$ cat config.mk
export PLATFORM = sky130hd
export DESIGN_NAME = uart_tx_frame_sm_flat
export DESIGN_NICKNAME = d
export VERILOG_FILES = /design/src/rtl/uart_pkg.sv /design/src/rtl/uart_tx_frame_sm_if.sv /design/src/rtl/uart_tx_fifo.sv /design/src/rtl/uart_tx_frame_sm.sv /design/src/flat_wrapper.sv
export SDC_FILE = /design/constraint.sdc
export NUM_CORES = 1
export LEC_CHECK = 0
export ABC_AREA = 1
export ABC_CLOCK_PERIOD_IN_PS = 1900
export BUFFER_PORTS_ARGS = -buffer_cell sky130_fd_sc_hd__buf_2
export CAP_MARGIN = 15
export CORE_MARGIN = 3
export CORE_UTILIZATION = 40
export CTS_BUF_LIST = sky130_fd_sc_hd__clkbuf_4
export DETAILED_ROUTE_END_ITERATION = 10
export HOLD_SLACK_MARGIN = 0.08
export PLACE_DENSITY = 0.64
export SLEW_MARGIN = 20
export SYNTH_ARGS = -nofsm -noshare
export SYNTH_HDL_FRONTEND = slang
export SYNTH_SLANG_ARGS = --single-unit
$ cat constraint.sdc
create_clock -name clk -period 1.9 [get_ports clk]
set_input_delay 0.285 -clock clk [delete_from_list [all_inputs] [get_ports clk]]
set_output_delay 0.285 -clock clk [all_outputs]
set_load 0.1 [all_outputs]
$ cat src/rtl/uart_pkg.sv
// rtl/uart_pkg.sv - shared UART types, widths and parity helper
//
// Purpose: state encoding, data/frame widths and the parity function used by
// the UART transmit path.
// Ports: none (package).

package uart_pkg;

  localparam int UART_DATA_W     = 8;
  localparam int UART_FRAME_BITS = 11;

  typedef enum logic [2:0] {
    UART_IDLE   = 3'd0,
    UART_START  = 3'd1,
    UART_DATA   = 3'd2,
    UART_PARITY = 3'd3,
    UART_STOP   = 3'd4
  } uart_state_e;

  // Even parity is the plain XOR of the data bits; odd parity inverts it.
  function automatic logic uart_parity(input logic [UART_DATA_W-1:0] data,
                                       input logic                   odd);
    return (^data) ^ odd;
  endfunction

endpackage

$ cat src/rtl/uart_tx_frame_sm_if.sv
// rtl/uart_tx_frame_sm_if.sv - byte handshake bundle into the UART transmitter
//
// Purpose: groups the valid/ready byte handshake feeding uart_tx_frame_sm.
// Signals: tx_data (byte), tx_valid (byte offered), tx_ready (byte accepted
// on a posedge with tx_valid && tx_ready).
// Modports: master drives data/valid, slave (the transmitter) drives ready.

interface uart_tx_frame_sm_if;
  import uart_pkg::*;

  logic [UART_DATA_W-1:0] tx_data;
  logic                   tx_valid;
  logic                   tx_ready;

  modport master (output tx_data, output tx_valid, input tx_ready);
  modport slave  (input tx_data, input tx_valid, output tx_ready);

endinterface

$ cat src/rtl/uart_tx_fifo.sv
// rtl/uart_tx_fifo.sv - input byte buffer for the UART transmitter
//
// Purpose: buffers accepted bytes until the framing FSM pops them.
// Build option: UART_TX_FIFO_EN defined selects a FIFO_DEPTH-entry circular
// FIFO; otherwise a single holding register with a valid flag is used and
// FIFO_DEPTH has no effect.
// Ports: clk, reset (async active-low), push/wdata (write), pop (read),
// head (oldest byte), full, empty.

module uart_tx_fifo
  import uart_pkg::*;
#(
  parameter int FIFO_DEPTH = 4
) (
  input  logic                   clk,
  input  logic                   reset,
  input  logic                   push,
  input  logic [UART_DATA_W-1:0] wdata,
  input  logic                   pop,
  output logic [UART_DATA_W-1:0] head,
  output logic                   full,
  output logic                   empty
);

`ifdef UART_TX_FIFO_EN
  localparam int AW = $clog2(FIFO_DEPTH);

  logic [UART_DATA_W-1:0] r_mem [FIFO_DEPTH];
  // One extra pointer bit tells a full buffer apart from an empty one.
  logic [AW:0]            r_wptr;
  logic [AW:0]            r_rptr;

  always_ff @(posedge clk or negedge reset) begin
    if (!reset) begin
      r_wptr <= '0;
      r_rptr <= '0;
    end else begin
      if (push) r_wptr <= r_wptr + 1'b1;
      if (pop)  r_rptr <= r_rptr + 1'b1;
    end
  end

  always_ff @(posedge clk) begin
    if (push) r_mem[r_wptr[AW-1:0]] <= wdata;
  end

  assign head  = r_mem[r_rptr[AW-1:0]];
  assign empty = (r_wptr == r_rptr);
  assign full  = (r_wptr[AW] != r_rptr[AW]) && (r_wptr[AW-1:0] == r_rptr[AW-1:0]);
`else
  logic [UART_DATA_W-1:0] r_data;
  logic                   r_valid;

  // push only happens while empty and pop only while full, so they never collide.
  always_ff @(posedge clk or negedge reset) begin
    if (!reset) begin
      r_data  <= '0;
      r_valid <= 1'b0;
    end else if (push) begin
      r_data  <= wdata;
      r_valid <= 1'b1;
    end else if (pop) begin
      r_valid <= 1'b0;
    end
  end

  assign head  = r_data;
  assign full  = r_valid;
  assign empty = !r_valid;
`endif

endmodule

$ cat src/rtl/uart_tx_frame_sm.sv
// rtl/uart_tx_frame_sm.sv - UART transmit framing state machine
//
// Purpose: serialises buffered bytes as 11-bit frames (start, d0..d7 LSB
// first, parity, stop) at one bit per clk. mreset from the receiver aborts a
// frame in START/DATA/PARITY; buffered bytes survive the abort.
// Build option: UART_TX_FIFO_EN (see uart_tx_fifo) selects the buffer type.
// Ports: clk, reset (async active-low), s_tx (byte handshake, slave side),
// mreset (abort request), Tx_out (serial line, idles high), busy (frame in
// flight), frame_done (pulse with the stop bit), abort (pulse on abort).

module uart_tx_frame_sm
  import uart_pkg::*;
#(
  parameter int PARITY_ODD = 0,
  parameter int FIFO_DEPTH = 4
) (
  input  logic               clk,
  input  logic               reset,
  uart_tx_frame_sm_if.slave  s_tx,
  input  logic               mreset,
  output logic               Tx_out,
  output logic               busy,
  output logic               frame_done,
  output logic               abort
);

  localparam logic [2:0] S_IDLE   = UART_IDLE;
  localparam logic [2:0] S_START  = UART_START;
  localparam logic [2:0] S_DATA   = UART_DATA;
  localparam logic [2:0] S_PARITY = UART_PARITY;
  localparam logic [2:0] S_STOP   = UART_STOP;

  logic [2:0]             r_state;
  logic [UART_DATA_W-1:0] r_shift;
  logic [2:0]             r_bit_cnt;
  logic                   r_par;
  logic                   r_tx;
  logic                   r_busy;
  logic                   r_done;
  logic                   r_abort;

  logic                   w_push;
  logic                   w_pop;
  logic                   w_full;
  logic                   w_empty;
  logic                   w_in_frame;
  logic [UART_DATA_W-1:0] w_head;

  assign w_push     = s_tx.tx_valid && !w_full;
  // A new byte is taken from IDLE, or straight from STOP for back-to-back frames.
  assign w_pop      = !w_empty && ((r_state == S_IDLE) || (r_state == S_STOP));
  assign w_in_frame = (r_state == S_START) || (r_state == S_DATA) || (r_state == S_PARITY);

  uart_tx_fifo #(
    .FIFO_DEPTH (FIFO_DEPTH)
  ) u_fifo (
    .clk   (clk),
    .reset (reset),
    .push  (w_push),
    .wdata (s_tx.tx_data),
    .pop   (w_pop),
    .head  (w_head),
    .full  (w_full),
    .empty (w_empty)
  );

  // Derived from buffer flops only, so no combinational path from the pop.
  assign s_tx.tx_ready = !w_full;

  // Outputs are loaded together with the state, so Tx_out always shows the
  // bit of the state currently held.
  always_ff @(posedge clk or negedge reset) begin
    if (!reset) begin
      r_state   <= S_IDLE;
      r_shift   <= '0;
      r_bit_cnt <= '0;
      r_par     <= 1'b0;
      r_tx      <= 1'b1;
      r_busy    <= 1'b0;
      r_done    <= 1'b0;
      r_abort   <= 1'b0;
    end else begin
      r_done  <= 1'b0;
      r_abort <= 1'b0;
      if (w_in_frame && mreset) begin
        r_state <= S_IDLE;
        r_tx    <= 1'b1;
        r_busy  <= 1'b0;
        r_abort <= 1'b1;
      end else begin
        case (r_state)
          S_IDLE, S_STOP: begin
            if (!w_empty) begin
              r_state <= S_START;
              r_shift <= w_head;
              r_par   <= uart_parity(w_head, PARITY_ODD != 0);
              r_tx    <= 1'b0;
              r_busy  <= 1'b1;
            end else begin
              r_state <= S_IDLE;
              r_tx    <= 1'b1;
              r_busy  <= 1'b0;
            end
          end
          S_START: begin
            r_state   <= S_DATA;
            r_tx      <= r_shift[0];
            r_shift   <= {1'b0, r_shift[UART_DATA_W-1:1]};
            r_bit_cnt <= 3'd0;
          end
          S_DATA: begin
            if (r_bit_cnt == 3'd7) begin
              r_state <= S_PARITY;
              r_tx    <= r_par;
            end else begin
              r_tx      <= r_shift[0];
              r_shift   <= {1'b0, r_shift[UART_DATA_W-1:1]};
              r_bit_cnt <= r_bit_cnt + 3'd1;
            end
          end
          S_PARITY: begin
            r_state <= S_STOP;
            r_tx    <= 1'b1;
            r_done  <= 1'b1;
          end
          default: begin
            r_state <= S_IDLE;
            r_tx    <= 1'b1;
            r_busy  <= 1'b0;
          end
        endcase
      end
    end
  end

  assign Tx_out     = r_tx;
  assign busy       = r_busy;
  assign frame_done = r_done;
  assign abort      = r_abort;

endmodule

$ cat src/flat_wrapper.sv
// flat-port wrapper written by rule: the top's interface ports become plain ports
module uart_tx_frame_sm_flat import uart_pkg::*;
#(
  parameter int PARITY_ODD = 0,
  parameter int FIFO_DEPTH = 4
)
  (clk, reset, mreset, Tx_out, busy, frame_done, abort, s_tx_tx_data, s_tx_tx_valid, s_tx_tx_ready);
  uart_tx_frame_sm_if s_tx_i ();
  input  logic clk;
  input  logic reset;
  input  logic mreset;
  output logic Tx_out;
  output logic busy;
  output logic frame_done;
  output logic abort;
  input wire logic [$bits(s_tx_i.tx_data)-1:0] s_tx_tx_data;
  input wire logic [$bits(s_tx_i.tx_valid)-1:0] s_tx_tx_valid;
  output wire logic [$bits(s_tx_i.tx_ready)-1:0] s_tx_tx_ready;
  assign s_tx_i.tx_data = s_tx_tx_data;
  assign s_tx_i.tx_valid = s_tx_tx_valid;
  assign s_tx_tx_ready = s_tx_i.tx_ready;
  uart_tx_frame_sm #(.PARITY_ODD(PARITY_ODD), .FIFO_DEPTH(FIFO_DEPTH)) u_core (.clk(clk), .reset(reset), .s_tx(s_tx_i), .mreset(mreset), .Tx_out(Tx_out), .busy(busy), .frame_done(frame_done), .abort(abort));
endmodule
==> impl_metrics.ini, run 1 <==
[drt]
drtAntennaViolNets = 0
post_drt_via_cell_ratio = 4.70
wl_per_cell_um = 10.9
drt_iter0_markers = 38
wl_um = 2570
dr.pass1.iters = 4
vias = 1109
drc_errors = 0

[yosys]
synth_cell_types = 24
synth_area_per_cell_um2 = 7.99
muxShareOfSynthArea_pct = 0
synth_simple_gate_area_share_pct = 30.3
yosys_register_bits = 28
synth_fa_ha_area_share_pct = 1.81
synthesis.nets = 187
ys_seq_area_share_pct = 50.8
ys.flop_type = dfrtp_1
synth_compound_area_share_pct = 9.86
syn_inst = 173
synth_top_family_by_area = simple AND/OR/NAND/NOR gates
async_flop_share_pct = 100
synth_area_leaders = dfrtp_1 49%, nand2_1 18%, inv_1 4.1%
yosysTopAreaCell = dfrtp_1
synth_common_cells = 66 x nand2_1, 27 x dfrtp_1, 15 x inv_1
yosys_warnings = 0
yosysMostFrequentCell = nand2_1
synth_edf_count = 0
synth_xor_area_share_pct = 0.633
synth_top_area_share_pct = 48.9
syn_area_um2 = 1380

[timing]
setup_tns_ns = 0
setup_violations = 0
grt_setup_unrepaired = no
slew_headroom_pct = 59.9
final_max_slew_viol_count = 0
max_clock_freq_mhz = 632
fin_crit_sh_pct = 83.2
tightestPinTransition_ns = 0.602
skew_ns = 0.00385
finalCriticalPeriod_ns = 1.58
holdWs_ns = 0.148
finalHoldViolCount = 0

[worst_setup_path]
r2r-start = u_core.r_bit_cnt[0]$_DFFE_PN0P_
crit_path_max_fanout = 4
crit_start = u_core.u_fifo.full$_DFFE_PN0P_
cp.arrival_ns = 1.30
start_kind = flop
critPathCaptureType = output pin
critPathRequiredTime_ns = 1.62
worstSetupPathType = flop to output pin
r2r_setup_slack_ns = 0.45

[power]
ir_worst_vdd_mv = 0.782
p_sw_uw = 1510
clockPowerShare_pct = 8.8
power_density_nw_per_um2 = 1920
pwr-share-seq_pct = 34.6
combinationalPowerShare_pct = 56.6
power_leakage_uw = 0.000828
switching_share_pct = 51.1
power.internal_uw = 1440

[cells_and_area]
syn_to_final_growth_pct = 11.5
antenna_cells = 0
nets = 207
fill_cells = 332
drive_gt1_share_pct = 19.3
final_area_um2 = 1540

[clock_network]
clk_path_buf_depth = 2
cts_made_buffers = 3
clkLatencyLatePin_ns = 0.32
h-tree-depth = 1
tritoncts = done
clock_sinks = 28
root_buffer = clkbuf_4
clk_pin_slew_ns = 0.14
post_cts_buffers = 0

[hold_path]
hold_start = mreset
hp-class = primary input to flop

[global_routing]
track_usage_pct = 14.6
grt_pass1_wl_um = 4820
grt_pass1_vias = 1176
antenna_found_initial = 0
grt-ovfl-total = 0
grt_max_degree = 29

[place]
dp_hpwl_um = 2010
routabilityCongestion = 0.775
postPlaceCellArea_um2 = 1500
io_buffer_count = 16

[outcome]
status = completed

[floorplanning]
die_area_um2 = 4200
io-pin-count = 17
initial_core_util_pct = 43.5
placementRows = 20
die_width_um = 64.8
die_h_um = 64.8
coreArea_um2 = 3180

[flow_run]
max_cap_violations = 0
[power groups by stage]
stage          Sequential (uW)  Clock (uW)  Combinational (uW)
3_3_place_gp              1030           0                1640
5_1_grt                   1060         298                1900
4_1_cts                   1030         274                1700
3_5_place_dp              1040           0                1690
6_report                  1020         260                1670
2_1_floorplan             1220           0                1200
[worst max-delay path, stage by stage (launching register included)]
cell and delay [ns]:
dfrtp_1 0.38, inv_1 0.14, buf_2 0.46
[routing by layer]
metal,part of all wire (%),GRT usage [%],vias up
met2,53,27.8,19
met1,42,16.3,506
li1,-,-,582
met5,0,0,-
met3,4.2,3.81,2
met4,0.78,2.37,0
[layout make-up]
cell class | count | area (um2) | share of cell area, %
Sequential cell | 28 | 702 | 45.5
Multi-Input combinational cell | 123 | 589 | 38.2
Clock buffer | 4 | 30.0 | 1.95
Timing Repair Buffer | 17 | 90.1 | 5.84
Inverter | 20 | 75.1 | 4.87
Tap cell | 44 | 55.1 | 3.57
[flip-flops by register name (all words and copies together) (netlist names)]
signal,flops
u_core.Tx_out,1
u_core.abort,1
u_core.busy,1
u_core.frame_done,1
u_core.r_bit_cnt,3
u_core.r_par,1
u_core.r_shift,8
u_core.r_state,3
u_core.u_fifo.full,1
u_core.u_fifo.head,8
[through the flow]
| stage | util [%] | total power, uW | worst slack [ns] | std cells |
|---|---|---|---|---|
| floorplan | - | 2430 | 0.0924 | 173 |
| detailed placement | 47.2 | 2720 | 0.460 | 231 |
| finish | 48.5 | 2950 | 0.319 | 236 |
| global placement | 47.2 | 2670 | 0.513 | 231 |
| CTS | 48.5 | 3000 | 0.311 | 236 |
| global route | 48.5 | 3260 | 0.276 | 236 |
[cell usage in the layout (no fill, tap or decap), drive strengths merged]
cell         instances
nand4                2
o21ai               12
dlygate4sd3          1
nand2               72
nand3                7
nor2                15
dfstp                1
clkbuf               4
xnor2                1
inv                 20
dfrtp               27
buf                 16
nor3                 2
ha                   2
a21oi                9
o2111ai              1
[kinds of logic after synthesis]
logic type | after synthesis
flops | 28
buf+inv | 22
compound gates | 22
simple gates | 98
fa+ha+maj | 2
xor+xnor | 1
[path summary, 6_finish.rpt]
check / to / cells past startpoint
hold / removal: u_core.frame_done$_DFF_PN0_ / 2
hold reg to reg: u_core.r_shift[3]$_DFFE_PN0P_ / 2
min in group asynchronous: u_core.u_fifo.full$_DFFE_PN0P_ / 2
setup reg to reg: u_core.r_bit_cnt[0]$_DFFE_PN0P_ / 8
max in group asynchronous: u_core.r_bit_cnt[2]$_DFFE_PN0P_ / 2
setup / recovery: s_tx_tx_ready / 2
[what timing repair did]
action | in CTS | in global routing
gates resized for setup | 0 | 0
endpoints found under the hold margin | 27 | 0
hold buffers | 1 | 0
Note: power is estimated with default switching activity, not from simulation.
==> run 2: changes to the inputs <==
--- a/config.mk
+++ b/config.mk
@@ -6,7 +6,7 @@
 export NUM_CORES = 1
 export LEC_CHECK = 0
 export ABC_AREA = 1
-export ABC_CLOCK_PERIOD_IN_PS = 1900
+export ABC_CLOCK_PERIOD_IN_PS = 1500
 export BUFFER_PORTS_ARGS = -buffer_cell sky130_fd_sc_hd__buf_2
 export CAP_MARGIN = 15
 export CORE_MARGIN = 3
==> constraint.sdc (replaced) <==
create_clock -name clk -period 1.5 [get_ports clk]
set_input_delay 0.225 -clock clk [delete_from_list [all_inputs] [get_ports clk]]
set_output_delay 0.225 -clock clk [all_outputs]
set_load 0.1 [all_outputs]
==> run 2 against run 1 <==
Clock skew up 0.0054 ns. Via count up 1.8%. Combinational power up 32%. Power up 30%. Count of clock-buffer cells in the layout down 1. Largest cell class unchanged. Die area unchanged. Clock power up 22%. Wire length up 2.9%. Highest routed layer unchanged. Register-to-register slack worse by 0.37 ns. Critical path depth up 6. Sequential power up 28%. Sequential share of layout area down 1.1 points.
==> impl_metrics.ini, run 2 (synthesized netlist as in run 1, its figures left out) <==
[outcome]
status = completed

[global_routing]
track_usage_pct = 14.2
antenna_found_initial = 0
grt_pass1_wl_um = 4640
grt_max_degree = 29
grt_pass1_vias = 1114
grt-ovfl-total = 0

[place]
io_buffer_count = 16
dp_cells = 233
routabilityCongestion = 0.835
dp_hpwl_um = 2000

[floorplanning]
die_area_um2 = 4200
initial_core_util_pct = 43.5
die_width_um = 64.8
placementRows = 20
io-pin-count = 17
coreArea_um2 = 3180
die_h_um = 64.8

[power]
power_leakage_uw = 0.000833
power_density_nw_per_um2 = 2420
ir_worst_vdd_mv = 0.983

[worst_setup_path]
crit_path_max_fanout = 5
path_cells = ha_1 -> ha_2 -> nand2_2 -> nand2_2 -> inv_4 -> nand2_2 -> nand2_1 -> o21ai_0
crit_family = flip-flops
max_stage_delay_ns = 0.42
critPathRequiredTime_ns = 1.71
crit_slowest_cell = dfrtp_1
worstSetupPathType = flop to flop
crit_top_cell = nand2_2
cp.arrival_ns = 1.63
critPathCaptureType = flop
start_kind = flop
cp.buffers_inverters = 1

[drt]
drc_errors = 0
wl_per_cell_um = 11.1
post_drt_via_cell_ratio = 4.72
dr.pass1.iters = 4
wl_um = 2640
vias = 1129
drt_iter0_markers = 31
drtAntennaViolNets = 0

[clock_network]
clkLatencyLatePin_ns = 0.33
h-tree-depth = 1
clock_sinks = 28
cts_made_buffers = 3
tritoncts = done
post_cts_buffers = 0
root_buffer = clkbuf_4
clk_pin_slew_ns = 0.15
clk_path_buf_depth = 2

[timing]
grt_setup_unrepaired = no
final_max_slew_viol_count = 0
tightestPinTransition_ns = 0.623
skew_ns = 0.00924
finalCriticalPeriod_ns = 1.42
fin_crit_sh_pct = 94.8
setup_violations = 0
max_clock_freq_mhz = 703
finalHoldViolCount = 0
slew_headroom_pct = 58.5

[cells_and_area]
final_cells = 239
syn_to_final_growth_pct = 14.2
nets = 210
drive_gt1_share_pct = 21.0
final_core_util_pct = 49.7
layout_common_cells = 65 x nand2_1, 27 x dfrtp_1, 14 x inv_1, 14 x buf_2, 13 x nor2_1
antenna_cells = 0
layout_commonest_cell = nand2_1

[hold_path]
hp-class = primary input to flop

[flow_run]
max_cap_violations = 0
## run 2: cell types whose count changed in the layout (fill, tap and decap cells not counted), sizes merged
cell | before | now
buf | 16 | 18
clkbuf | 4 | 3
clkinv | 0 | 1
clkinvlp | 0 | 1
dlygate4sd3 | 1 | 2
inv | 20 | 19
## run 2: tightest hold or removal path, stage by stage
cell     delay (ns)
buf_2          0.07
nor2_1         0.03
a21oi_1        0.10
## run 2: what timing repair did
action	4_1_cts	5_1_grt
resized for setup	2	2
hold buffers	2	0
endpoints found under the setup margin	2	7
endpoints found under the hold margin	29	0
## run 2: layout make-up
cell class | count | area [um2]
fillers | 320 | 1600
flip-flops and latches | 28 | 702
multi-input cells | 123 | 594
repair buffers | 20 | 120
inverters | 20 | 81.3
well taps | 44 | 55.1
clock buffers | 3 | 22.5
clock inverters | 1 | 3.75
## run 2: final timing paths
path                       depth (start not counted)  slack (ns)                             from                                 to
max                                                8        0.08  u_core.r_bit_cnt[0]$_DFFE_PN0P_    u_core.r_bit_cnt[0]$_DFFE_PN0P_
min                                                3        0.13                  s_tx_tx_data[6]  u_core.u_fifo.head[6]$_DFFE_PN0P_
max reg2reg                                        8        0.08  u_core.r_bit_cnt[0]$_DFFE_PN0P_    u_core.r_bit_cnt[0]$_DFFE_PN0P_
min reg2reg                                        2        0.49    u_core.r_shift[7]$_DFFE_PN0P_      u_core.r_shift[7]$_DFFE_PN0P_
max in group asynchronous                          2        0.67                            reset      u_core.r_shift[1]$_DFFE_PN0P_
min in group asynchronous                          2        0.42                            reset     u_core.u_fifo.full$_DFFE_PN0P_
## run 2: metal layers
| metal | routed length, um | GRT usage [%] |
|---|---|---|
| met1 | 1200 | 16.9 |
| met2 | 1340 | 25.2 |
| met3 | 88 | 2.60 |
| met4 | 18 | 5.54 |
| met5 | 0 | 0 |
## run 2: report_power, final
| group | internal, uW | switching, uW |
|---|---|---|
| sequential | 1100 | 209 |
| combinational | 676 | 1530 |
| clock | 97.8 | 218 |
| total | 1870 | 1960 |
## run 2: metrics by stage
stage	worst slack (ns)	total power, uW	TNS (ns)	area, um2	hold WS, ns
6_report	0.0774	3830	0	1580	0.129
4_1_cts	0.0363	3870	0	1570	0.113
3_5_place_dp	0.0592	3510	0	1520	0.282
2_1_floorplan	-0.0972	3090	-0.825	1390	-0.0706
3_3_place_gp	0.122	3440	0	1520	0.266
5_1_grt	0.000238	4200	0	1580	0.118
==> run 3: changes to the inputs <==
--- a/config.mk
+++ b/config.mk
@@ -6,7 +6,7 @@
 export NUM_CORES = 1
 export LEC_CHECK = 0
 export ABC_AREA = 1
-export ABC_CLOCK_PERIOD_IN_PS = 1500
+export ABC_CLOCK_PERIOD_IN_PS = 1200
 export BUFFER_PORTS_ARGS = -buffer_cell sky130_fd_sc_hd__buf_2
 export CAP_MARGIN = 15
 export CORE_MARGIN = 3
@@ -14,7 +14,7 @@
 export CTS_BUF_LIST = sky130_fd_sc_hd__clkbuf_4
 export DETAILED_ROUTE_END_ITERATION = 10
 export HOLD_SLACK_MARGIN = 0.08
-export PLACE_DENSITY = 0.64
+export PLACE_DENSITY = 0.66
 export SLEW_MARGIN = 20
 export SYNTH_ARGS = -nofsm -noshare
 export SYNTH_HDL_FRONTEND = slang
==> constraint.sdc (replaced) <==
create_clock -name clk -period 1.2 [get_ports clk]
set_input_delay 0.18 -clock clk [delete_from_list [all_inputs] [get_ports clk]]
set_output_delay 0.18 -clock clk [all_outputs]
set_load 0.1 [all_outputs]
==> run 3 against run 2 <==
The flow now finishes with violations (negative setup slack). Worst hold slack worse by 0.036 ns. Power up 58%. Count of clock-buffer cells in the layout is the same. Die area unchanged. Non-clock buffer count increased by 26.
==> impl_metrics.ini, run 3 (synthesized netlist as in run 1, its figures left out) <==
[outcome]
status = finished with violations
violations = negative setup slack

[worst_setup_path]
critPathRequiredTime_ns = 1.49
worstSetupPathType = flop to flop
cp.arrival_ns = 1.61
max_stage_delay_ns = 0.42
path_cells = ha_2 -> ha_4 -> nand2_4 -> nand2_4 -> a21oi_4 -> nand2_1 -> nand2_1
crit_slowest_cell = dfrtp_1
crit_family = flip-flops
critPathCaptureType = flop
start_kind = flop
cp.buffers_inverters = 0
crit_path_max_fanout = 7

[global_routing]
track_usage_pct = 15.8
grt_max_degree = 29
grt_pass1_vias = 1210
grt_pass1_wl_um = 5110
grt-ovfl-total = 0
antenna_found_initial = 0

[timing]
max_clock_freq_mhz = 754
finalHoldViolCount = 0
grt_setup_unrepaired = yes
fin_crit_sh_pct = 110
setup_violations = 14
setup_tns_ns = -1.24
final_max_slew_viol_count = 0
tightestPinTransition_ns = 0.622
timing.final.ws_setup_ns = -0.125
slew_headroom_pct = 58.5
finalCriticalPeriod_ns = 1.33
skew_ns = 0.0238

[power]
power_density_nw_per_um2 = 3010
power_leakage_uw = 0.00104
ir_worst_vdd_mv = 1.12

[drt]
dr.pass1.iters = 4
vias = 1259
wl_um = 3200
drt_iter0_markers = 56
drtAntennaViolNets = 0
drc_errors = 0
post_drt_via_cell_ratio = 4.72
wl_per_cell_um = 12.0

[floorplanning]
coreArea_um2 = 3180
die_area_um2 = 4200
io-pin-count = 17
initial_core_util_pct = 43.5
placementRows = 20
die_width_um = 64.8
die_h_um = 64.8

[clock_network]
cts_made_buffers = 3
clk_path_buf_depth = 2
clock_sinks = 28
clk_pin_slew_ns = 0.14
h-tree-depth = 1
tritoncts = done
root_buffer = clkbuf_4
clkLatencyLatePin_ns = 0.36

[cells_and_area]
layout_common_cells = 60 x nand2_1, 27 x dfrtp_1, 18 x buf_4
antenna_cells = 0
syn_to_final_growth_pct = 45.9
layout_commonest_cell = nand2_1
drive_gt1_share_pct = 33.6
nets = 238

[flow_run]
max_cap_violations = 0

[place]
routabilityCongestion = 0.770
dp_hpwl_um = 2100
place_ws_ns = -0.114
io_buffer_count = 16

[hold_path]
hp-class = primary input to flop
run 3: cell count changes in the layout (fill, tap and decap cells not counted), moves of 2 or more:
cell	delta
buf_2	-3
buf_4	+14
nand2_4	+6
buf_6	+2
dlygate4sd3_1	+7
buf_12	+6
nand3_2	+3
nand3_1	-3
nand2_1	-5
run 3: power by group:
part           switching (uW)  internal [uW]  total [uW]
combinational            2200           1540        3740
clock                     303            339         642
sequential                300           1370        1670
total                    2810           3250        6060
run 3: routing by layer:
metal | track usage, % | part of all wire [%] | vias to the layer above
met4 | 7.39 | 1.6 | 0
met1 | 18.2 | 44 | 585
li1 | - | - | 646
met5 | 0 | 0 | -
met3 | 2.77 | 3.0 | 5
met2 | 28.1 | 52 | 23
run 3: timing repair:
| item | 4_1_cts | 5_1_grt |
|---|---|---|
| hold buffers | 9 | 0 |
| setup endpoints to repair | 13 | 20 |
| resized for setup | 3 | 14 |
| setup buffers | 4 | 5 |
| pin swaps | 10 | 10 |
| hold endpoints to repair | 36 | 0 |
| cloned | 0 | 2 |
run 3: final cells by class:
class	count	area [um2]
Fill cell	276	1160
Sequential cell	28	702
Multi-Input combinational cell	125	701
Timing Repair Buffer	46	423
Inverter	20	83.8
Tap cell	44	55.1
Clock inverter	1	30.0
Clock buffer	3	22.5
run 3: worst paths after layout:
path | cells past startpoint | end | start | slack, ns
min in group asynchronous | 2 | u_core.busy$_DFFE_PN0P_ | reset | 0.35
worst min register to register | 2 | u_core.r_shift[1]$_DFFE_PN0P_ | u_core.r_shift[1]$_DFFE_PN0P_ | 0.50
worst max register to register | 7 | u_core.r_shift[3]$_DFFE_PN0P_ | u_core.r_bit_cnt[1]$_DFFE_PN0P_ | -0.13
worst max-delay path | 7 | u_core.r_shift[3]$_DFFE_PN0P_ | u_core.r_bit_cnt[1]$_DFFE_PN0P_ | -0.13
worst min-delay path | 3 | u_core.u_fifo.head[0]$_DFFE_PN0P_ | s_tx_tx_data[0] | 0.09
max in group asynchronous | 2 | u_core.r_shift[0]$_DFFE_PN0P_ | reset | 0.43
run 3: worst reg2reg max path: stages, from the launching register on:
cell and delay, ns:
dfrtp_1 0.42, ha_2 0.21, ha_4 0.17, nand2_4 0.08
nand2_4 0.07, a21oi_4 0.20, nand2_1 0.08, nand2_1 0.06
run 3: metrics by stage:
step | instances | total power (uW) | util (%) | hold slack [ns] | instance area (um2)
6_report | 267 | 6060 | 63.5 | 0.0931 | 2020
3_3_place_gp | 244 | 4840 | 53.9 | 0.222 | 1710
2_1_floorplan | 173 | 3910 | - | -0.116 | 1420
5_1_grt | 267 | 6550 | 63.5 | 0.138 | 2020
4_1_cts | 261 | 5770 | 60.2 | 0.0873 | 1910
3_5_place_dp | 244 | 4950 | 53.9 | 0.234 | 1710
